### src/rtl/desplazador_secuencial.sv
// Iterative N-bit shifter: one bit of shift or rotate per clock, driven by a
// start/done handshake. Modes: logical right, arithmetic right, logical left,
// rotate right. Carry holds the last bit shifted out; zero flags an all-zero
// result.
module desplazador_secuencial #(
    parameter int N = 8,
    parameter int W = $clog2(N)
) (
    input  logic         clk,
    input  logic         rst,
    input  logic         start,
    input  logic [N-1:0] A,
    input  logic [W-1:0] amt,
    input  logic [1:0]   mode,
    output logic [N-1:0] Y,
    output logic         carry,
    output logic         zero,
    output logic         busy,
    output logic         done
);

    typedef enum logic [1:0] {
        S_IDLE  = 2'd0,
        S_SHIFT = 2'd1,
        S_DONE  = 2'd2
    } state_t;

    localparam logic [1:0] M_LSR = 2'b00;
    localparam logic [1:0] M_ASR = 2'b01;
    localparam logic [1:0] M_LSL = 2'b10;
    localparam logic [1:0] M_ROR = 2'b11;

    state_t       state, state_nxt;
    logic [W-1:0] count;
    logic [1:0]   mode_q;
    logic [N-1:0] y_step;
    logic         c_step;

    // State register; reset wins over everything, including an in-flight shift.
    always_ff @(posedge clk) begin
        if (rst) state <= S_IDLE;
        else     state <= state_nxt;
    end

    // Next-state and handshake outputs. The last shift is the one taken with
    // count==1, so DONE follows that edge directly.
    always_comb begin
        state_nxt = state;
        busy      = 1'b0;
        done      = 1'b0;
        case (state)
            S_IDLE: begin
                if (start) state_nxt = (amt != '0) ? S_SHIFT : S_DONE;
            end
            S_SHIFT: begin
                busy = 1'b1;
                if (count == W'(1)) state_nxt = S_DONE;
            end
            S_DONE: begin
                busy      = 1'b1;
                done      = 1'b1;
                state_nxt = S_IDLE;
            end
            default: state_nxt = S_IDLE;
        endcase
    end

    // One-bit step of the captured mode, applied to the current result.
    always_comb begin
        y_step = Y;
        c_step = 1'b0;
        case (mode_q)
            M_LSR: begin y_step = {1'b0, Y[N-1:1]};   c_step = Y[0];   end
            M_ASR: begin y_step = {Y[N-1], Y[N-1:1]}; c_step = Y[0];   end
            M_LSL: begin y_step = {Y[N-2:0], 1'b0};   c_step = Y[N-1]; end
            M_ROR: begin y_step = {Y[0], Y[N-1:1]};   c_step = Y[0];   end
            default: begin y_step = Y; c_step = 1'b0; end
        endcase
    end

    // Datapath: capture on accepted start, iterate in SHIFT, hold otherwise.
    always_ff @(posedge clk) begin
        if (rst) begin
            Y      <= '0;
            carry  <= 1'b0;
            zero   <= 1'b0;
            count  <= '0;
            mode_q <= 2'b00;
        end else begin
            case (state)
                S_IDLE: begin
                    if (start) begin
                        Y      <= A;
                        count  <= amt;
                        mode_q <= mode;
                        carry  <= 1'b0;
                        // amt==0 skips SHIFT, so the flag must be settled here.
                        zero   <= (amt == '0) ? (A == '0) : 1'b0;
                    end
                end
                S_SHIFT: begin
                    Y     <= y_step;
                    carry <= c_step;
                    count <= count - W'(1);
                    if (count == W'(1)) zero <= (y_step == '0);
                end
                default: ;
            endcase
        end
    end

endmodule

### config.mk
export PLATFORM = sky130hd
export DESIGN_NAME = desplazador_secuencial
export DESIGN_NICKNAME = d
export VERILOG_FILES = /design/src/rtl/desplazador_secuencial.sv
export SDC_FILE = /design/constraint.sdc
export NUM_CORES = 1
export LEC_CHECK = 0
export CAP_MARGIN = 20
export CORE_MARGIN = 1.5
export CORE_UTILIZATION = 44
export CTS_BUF_LIST = sky130_fd_sc_hd__clkbuf_8
export DETAILED_ROUTE_END_ITERATION = 16
export PLACE_DENSITY = 0.76
export SLEW_MARGIN = 40
export SYNTH_ARGS = -nofsm -noshare
export SYNTH_HDL_FRONTEND = slang
export SYNTH_SLANG_ARGS = --single-unit
### constraint.sdc
create_clock -name clk -period 1.5 [get_ports clk]
set_input_delay 0.3 -clock clk [delete_from_list [all_inputs] [get_ports clk]]
set_output_delay 0.3 -clock clk [all_outputs]
set_load 0.02 [all_outputs]
After elaboration in Yosys (flattened, before gate mapping)
Index checks and enable logic that the tools add are counted.
{"block": "op_classes", "reduce_logical": 13, "eq_ne": 8, "mux": 18, "add_sub_neg": 1}
{"cell": "case mux 8 bit (4 select lines)", "n": 1}
{"cell": "logical NOT 8 bit", "n": 2}
{"cell": "case mux 8 bit (2 select lines)", "n": 1}
{"cell": "two-way mux 8 bit", "n": 1}
{"cell": "equality test 2 bit, second input constant", "n": 3}
{"cell": "two-way mux 1 bit", "n": 6}
{"cell": "two-way mux 2 bit", "n": 3}
{"cell": "case mux 1 bit (2 select lines)", "n": 3}
{"cell": "case mux 3 bit (2 select lines)", "n": 1}
{"cell": "AND reduction 2 bit", "n": 3}
{"cell": "equality test 2 x 1 -> 1 bit, second input constant", "n": 2}
{"cell": "logical NOT 2 bit", "n": 2}
{"cell": "inequality test 2 bit, second input constant", "n": 2}
{"cell": "case mux 2 bit (2 select lines)", "n": 1}
{"cell": "equality test 3 x 1 -> 1 bit, second input constant", "n": 1}
{"cell": "logical NOT 3 bit", "n": 1}
{"cell": "two-way mux 3 bit", "n": 1}
{"cell": "AND reduction 3 bit", "n": 1}
{"cell": "nonzero test 3 bit", "n": 1}
{"cell": "OR reduction 3 bit", "n": 1}
{"cell": "subtractor 3 x 1 -> 3 bit, second input constant", "n": 1}
{"cell": "nonzero test 2 bit", "n": 1}
{"cell": "OR reduction 2 bit", "n": 1}
{"block": "totals", "register_bits": 17, "output_inout_bits": 12, "input_bits": 16, "elab_cells": 46}

Depth between registers and ports, before layout
Gate-level depths: netlist of run 1.
{"block": "depth", "depth_word": 5, "depth_mapped": 8, "depth_no_buf": 6}

Least setup slack after synthesis of run 1
OpenSTA, ideal clock, no wires.
{"block": "synth_path", "kind": "register -> register", "startpoint": "register state[0]", "endpoint": "register Y[0]", "arrival_ns": 1.385, "path_buffers": 3, "slack_ns": -0.013, "setup_ns": 0.128, "t_required_ns": 1.372, "path_stages_with_launch": 9, "period_less_slack_ns": 1.513, "path_cell_list": "dfxtp_1 inv_1 ha_1 buf_4 mux2i_1 buf_4 buf_4 a211oi_1 nor3_1"}
{"block": "synth_between", "elab_chain_len": 3, "word_cells_on_any_way": 6, "cone_classes": "eq/ne: 2; mux: 1; reduce/logical: 3"}
{"element": "from (decl)", "line_no": "33", "rtl": "state_t state, state_nxt;"}
{"element": "from (signal assigned)", "line_no": "42", "rtl": "else state <= state_nxt;"}
{"element": "equality test 2 x 1 -> 1 bit / logical NOT 2 bit (equally long branches)", "line_no": "90", "rtl": "case (state)"}
{"element": "nonzero test 2 bit (no source line) / inequality test 2 bit (equally long branches)"}
{"element": "AND reduction 2 bit (no source line)"}
{"element": "to (signal assigned)", "line_no": "102", "rtl": "Y <= y_step;"}
{"element": "to (decl)", "line_no": "15", "rtl": "output logic [N-1:0] Y,"}
Several ways; a longest one is shown, not always the timed one.
A chain may end at the register's enable or synchronous reset.

Final worst setup path of run 1
{"block": "layout_path", "startpoint": "register state[0]", "endpoint": "register Y[4]"}
Same word-level chain as after synthesis.

==> results of run 1 <==
timing repair:
item,CTS,global route
setup buffers,0,1
pin swaps,1,6
hold buffers,0,0
setup endpoints to repair,18,11
resized for setup,23,16
cells in the mapped netlist, drive strengths merged:
cell     instances
a211o            6
nand3            3
nand2           14
clkbuf           4
o2bb2ai          1
a2bb2oi          1
buf              4
dfxtp           17
nand2b           3
mux2             2
nor2            12
inv              6
nor4             3
a221oi           1
a21o             1
or3              2
a21oi           15
or2              1
a32oi            1
nor3             2
and3             1
and3b            1
nand4            2
mux2i            7
o21ai            3
a311oi           1
a211oi           4
ha               5
path summary, 6_finish.rpt:
| path | end | slack, ps | depth (start not counted) |
|---|---|---|---|
| max reg2reg | Y[4]$_SDFFE_PP0P_ | 30 | 7 |
| min | mode_q[0]$_SDFFE_PP0P_ | 500 | 2 |
| max | Y[4]$_SDFFE_PP0P_ | 30 | 7 |
| min reg2reg | mode_q[0]$_SDFFE_PP0P_ | 500 | 2 |
per-layer routing:
layer	share of wire, %	vias up
met5	0	-
met4	2.2	0
met3	3.9	7
met2	46	28
met1	48	490
li1	-	536
stage by stage:
step           setup TNS, ps  utilization [%]  total power, mW  hold WS (ps)
2_1_floorplan              0                -            0.952           447
3_3_place_gp           -1060             66.1             1.23           473
3_5_place_dp           -1430             66.1             1.24           483
4_1_cts                    0             68.4             1.58           498
5_1_grt                -58.1             70.9             1.70           521
6_report                   0             70.9             1.62           503
sequential cells by signal (all words and copies together) (netlist names):
name and count:
Y 8, mode_q 2, zero 1, carry 1, state 2, count 3
kinds of logic (layout without fill, tap and decap cells):
kind of cell             count (synthesis)  in the layout
flip-flops                              17             17
multiplexers                             9              9
adder cells (fa/ha/maj)                  5              5
AO/OA/AOI/OAI                           34             34
buffers and inverters                   14             61
AND/OR/NAND/NOR                         44             44
power breakdown:
part,internal [mW],switching [mW]
combinational,0.337,0.351
clock,0.185,0.174
sequential,0.515,0.0564
total,1.04,0.581
final cells by class:
| class | count | area (sq um) | area share [%] |
|---|---|---|---|
| Sequential cell | 17 | 345 | 22.2 |
| Inverter | 6 | 22.5 | 1.45 |
| Multi-Input combinational cell | 92 | 668 | 43.0 |
| Clock buffer | 3 | 41.3 | 2.66 |
| Clock inverter | 1 | 5.00 | 0.322 |
| Timing Repair Buffer | 51 | 435 | 28.0 |
| Tap cell | 28 | 35.0 | 2.26 |
critical path, stage by stage, from the launching register on:
cell     delay [ps]
dfxtp_2         340
inv_1            60
ha_2            190
mux2i_1         110
buf_4           170
buf_4           160
a211o_1         240
a21oi_2         130
==> flow_summary_export.csv, run 1 <==
group,metric,value,unit
run_status,status,"completed",
placement,numPortBuffers,27,
route,post_drt_wl_per_cell,13.9,um
worst_hold_path,worst_hold_startpoint,"mode_q[0]$_SDFFE_PP0P_",
route,dr.first_iter.drc_count,14,
power_and_ir_drop,leakage,0.722,nW
clock_tree,cts.path.max_buffers,2,
sta,finalHoldViolCount,0,
logic_synthesis,post-synth-top-area-cell,"dfxtp_1",
sta,slew-limit-headroom,79.1,%
placement,dp.cells,193,
power_and_ir_drop,power_density,1040,nW/um^2
worst_setup_path,critPathKind,"register to register",
logic_synthesis,synth_xor_area_share,0,%
sta,tightest_slew,311,ps
run,cap_violations,0,
layout,diodes,0,
route,num_vias,1061,
clock_tree,htreeDepth,1,
floorplanning,core_area,2190,sq um
logic_synthesis,synth_area_per_cell,8.24,sq um
clock_tree,clkTransAtPathRegs,70,ps
layout,final_cell_area,1550,sq um
clock_tree,clock_latency,270,ps
grt,antenna_found_initial,0,
logic_synthesis,synthMuxAreaShare,9.14,%
logic_synthesis,synthCells,123,
logic_synthesis,synth_seq_area_share,33.6,%
logic_synthesis,synth_compound_area_share,22.6,%
sta,fin_ws,28.0,ps
sta,setup_violations,0,
grt,grt_pass1_wl,4200,um
grt,globalRouteMet3Util,2.63,%
worst_setup_path,worstReg2RegStart,"state[0]$_SDFFE_PP0P_",
layout,drive_above_1_share,30.6,%
floorplanning,die_width,51.0,um
placement,place_congestion,0.793,
route,drtPass1Iterations,4,
layout,n_fill_cell,174,
power_and_ir_drop,vdd_drop_max,0.000875,V
grt,grt_use_total,21.2,%
worst_setup_path,critPathLaunch,"state[0]$_SDFFE_PP0P_",
clock_tree,cts.sinks,17,
grt,use_met2,34.8,%
worst_hold_path,hp-class,"register to register",
floorplanning,ioPinCount,28,
sta,skew,10.5,ps
placement,place_area,1450,sq um
layout,layout_commonest_cell,"buf_4",
clock_tree,clockRootBuffer,"clkbuf_8",
logic_synthesis,synth-simple-area-share,21.5,%
sta,min_period_over_period,98.1,%
floorplanning,die_h,51.0,um
grt,grt_pass1_vias,984,
layout,area_growth,53.2,%
sta,slew_viol_final,0,
floorplanning,die_area,2600,sq um
worst_setup_path,worst-path-max-fanout,8,
grt,grt-ovfl-total,0,
route,drc_errors,0,
clock_tree,cts_tree,"yes",
clock_tree,cts_buffers,3,
layout,stdcell_count,198,
layout,layout_common_cells,"buf_4, nand2_1, dfxtp_1, nor2_1, clkdlybuf4s50_1",
logic_synthesis,ys_ff_latch,17,
worst_setup_path,crit_required,1690,ps
logic_synthesis,ys_types,33,
worst_setup_path,arrival,1660,ps
worst_setup_path,start_kind,"register",
floorplanning,std_cell_rows,17,
logic_synthesis,syn-cell-area,1010,sq um
grt,use_met1,27.8,%
route,wirelength,2750,um
sta,max_freq,679,MHz
grt,grt_start_max_net_pins,18,
floorplanning,initial_core_util,46.3,%
placement,hpwl,1940,um
worst_setup_path,crit_path_end_kind,"register",
route,via_per_inst,5.36,
grt,top_usage_layer,"met2",
logic_synthesis,yosysWarnings,0,
logic_synthesis,synth_top_area_share,33.6,%
logic_synthesis,synth-adder-area-share,6.17,%
logic_synthesis,synth_top_family_by_area,"compound AO/OA/AOI/OAI gates",
sta,finalCriticalPeriod,1470,ps
logic_synthesis,ys_top_cells_by_area,"dfxtp_1, a21oi_1, mux2i_1, ha_1, nand2_1",
logic_synthesis,syn_nets,144,
route,ant_nets,0,
layout,fin_nets,192,
placement,place_ws,-271,ps
Power figures use the tool's default switching activity.
==> run 2: changes to the inputs <==
Settings changed: CELL_PAD_IN_SITES_DETAIL_PLACEMENT from default to 1, CELL_PAD_IN_SITES_GLOBAL_PLACEMENT from default to 2, CORE_UTILIZATION 44 to 25.
==> run 2 against run 1 <==
Cell count is 14% higher. Critical path depth down 1. Total power is 7.0% higher. Critical endpoint is now Y[6]$_SDFFE_PP0P_.
==> flow_summary_export.csv, run 2 (synthesis results as in run 1) <==
group,metric,value,unit
floorplanning,ioPinCount,28,
worst_setup_path,worst_r2r_path_depth,6,
layout,drive_above_1_share,36.0,%
floorplanning,die_h,66.7,um
layout,diodes,0,
placement,dp.cells,217,
layout,n_fill_cell,446,
layout,reg.largest.list,"Y: 8 flops, count: 3 flops",
grt,grt-ovfl-total,0,
clock_tree,htreeDepth,1,
clock_tree,cts_tree,"yes",
route,num_vias,1096,
clock_tree,clkTransAtPathRegs,80,ps
placement,place_congestion,0.807,
worst_hold_path,hp-class,"register to register",
clock_tree,clock_latency,250,ps
layout,area_growth,68.1,%
clock_tree,clockRootBuffer,"clkbuf_8",
worst_setup_path,cp_slowest_cell,"or3_4",
power_and_ir_drop,vdd_drop_max,0.000365,V
grt,antenna_found_initial,0,
worst_setup_path,crit_required,1690,ps
floorplanning,initial_core_util,26.9,%
grt,grt_pass1_vias,1184,
floorplanning,die_width,66.7,um
layout,layout_common_cells,"buf_4, dfxtp_1, nand2_1, a21oi_1, clkdlybuf4s50_1",
sta,finalCriticalPeriod,1460,ps
clock_tree,cts.path.max_buffers,2,
layout,largest_register,"Y",
worst_setup_path,worst-path-max-fanout,3,
floorplanning,std_cell_rows,22,
route,ant_nets,0,
worst_setup_path,worstReg2RegStart,"state[0]$_SDFFE_PP0P_",
sta,skew,5.62,ps
route,dr.first_iter.drc_count,55,
power_and_ir_drop,p_total,1.73,mW
worst_setup_path,arrival,1650,ps
sta,max_freq,687,MHz
clock_tree,cts_buffers,3,
route,post_drt_wl_per_cell,15.2,um
sta,setup_violations,0,
layout,stdcell_count,226,
layout,multi_input_area,712,sq um
layout,layout_commonest_cell,"buf_4",
worst_setup_path,start_kind,"register",
route,drtPass1Iterations,4,
layout,largest_reg_flops,8,
worst_setup_path,rrSetupSlack,40,ps
worst_hold_path,min_path_cells,2,
worst_hold_path,holdPathEnd,"count[2]$_SDFFE_PP0P_",
run,cap_violations,0,
worst_hold_path,worst_hold_startpoint,"count[2]$_SDFFE_PP0P_",
clock_tree,ctsHoldBuffers,0,
grt,grt_pass1_wl,5460,um
power_and_ir_drop,power_density,1020,nW/um^2
worst_setup_path,worstReg2RegEnd,"Y[6]$_SDFFE_PP0P_",
worst_setup_path,cpPeakStageDelay,380,ps
grt,grt_use_total,16.0,%
sta,slew_viol_final,0,
worst_setup_path,crit_path_end_kind,"register",
sta,min_period_over_period,97.0,%
sta,tightest_slew,241,ps
run_status,status,"completed",
clock_tree,cts.sinks,17,
sta,slew-limit-headroom,83.8,%
floorplanning,die_area,4440,sq um
route,drc_errors,0,
route,via_per_inst,4.85,
route,wirelength,3440,um
placement,numPortBuffers,27,
floorplanning,core_area,3770,sq um
power_and_ir_drop,leakage,0.768,nW
sta,finalHoldViolCount,0,
placement,hpwl,2470,um
worst_setup_path,cp_cell_sequence,"inv_2 -> ha_4 -> mux2i_4 -> buf_6 -> or3_4 -> a21oi_2",
sta,grt_setup_unrepaired,"yes",
layout,fin_nets,200,
layout,layout.area.seq,344,sq um
worst_setup_path,critPathKind,"register to register",
grt,grt_start_max_net_pins,12,
run 2: changes by cell type in the layout (fill, tap and decap cells not counted), moves of 2 or more:
cell and change:
inv_1 -2, a21oi_2 -2, buf_6 +2, buf_4 +4
inv_2 +2
run 2: area by class of cell:
| class | count | share of cell area, % |
|---|---|---|
| timing repair buffer | 59 | 30.5 |
| inverter | 6 | 1.32 |
| sequential | 17 | 20.2 |
| multi-input combinational | 92 | 41.8 |
| clock inverter | 1 | 0.294 |
| tap | 48 | 3.52 |
| clock buffer | 3 | 2.42 |
run 2: worst max-delay path by stage:
| stage | endpoint | cells after the start | start | slack [ps] |
|---|---|---|---|---|
| after floorplan | Y[0]$_SDFFE_PP0P_ | 8 | state[0]$_SDFFE_PP0P_ | 8 |
| after global placement | zero$_SDFFE_PP0P_ | 5 | amt[0] | -190 |
| after detailed placement | zero$_SDFFE_PP0P_ | 5 | amt[0] | -290 |
| after CTS | Y[6]$_SDFFE_PP0P_ | 6 | state[0]$_SDFFE_PP0P_ | -20 |
| after global routing | Y[6]$_SDFFE_PP0P_ | 6 | state[0]$_SDFFE_PP0P_ | -10 |
| final | Y[6]$_SDFFE_PP0P_ | 6 | state[0]$_SDFFE_PP0P_ | 40 |
run 2: through the flow:
stage	setup slack (ps)	utilization [%]	instance area, sq um	TNS [ps]	hold WS (ps)
2_1_floorplan	7.66	-	1020	0	447
3_3_place_gp	-190	40.2	1520	-994	481
3_5_place_dp	-288	40.2	1520	-1370	493
4_1_cts	-20.6	41.4	1560	-21.4	505
5_1_grt	-10.9	45.2	1700	-10.9	523
6_report	44.9	45.2	1700	0	501
run 2: critical path: cells and delay by family, from the launching register on:
| kind | cells | cell delay (ps) |
|---|---|---|
| buffers and inverters | 2 | 180 |
| muxes | 1 | 190 |
| and+or+nand+nor | 1 | 380 |
| DFF | 1 | 350 |
| adders and majority gates | 1 | 170 |
| AOI/OAI and AO/OA | 1 | 110 |
run 2: what timing repair did:
item	in CTS	in global routing
gates cloned	0	1
pin swaps	1	9
setup buffers	0	4
endpoints found under the setup margin	19	10
resized for setup	23	25
run 2: power by group:
group / internal [mW] / switching [mW]
clock: 0.184 / 0.173
sequential: 0.514 / 0.0601
combinational: 0.404 / 0.395
total: 1.10 / 0.629
run 2: per-layer routing:
metal / track usage (%) / part of all wire (%) / vias to the layer above / wire, um
met5: 0 / 0 / - / 0
met2: 26.5 / 47 / 26 / 1620
met1: 21.2 / 48 / 516 / 1660
met4: 4.85 / 0.84 / 0 / 29
li1: - / - / 550 / -
met3: 2.36 / 3.9 / 4 / 133
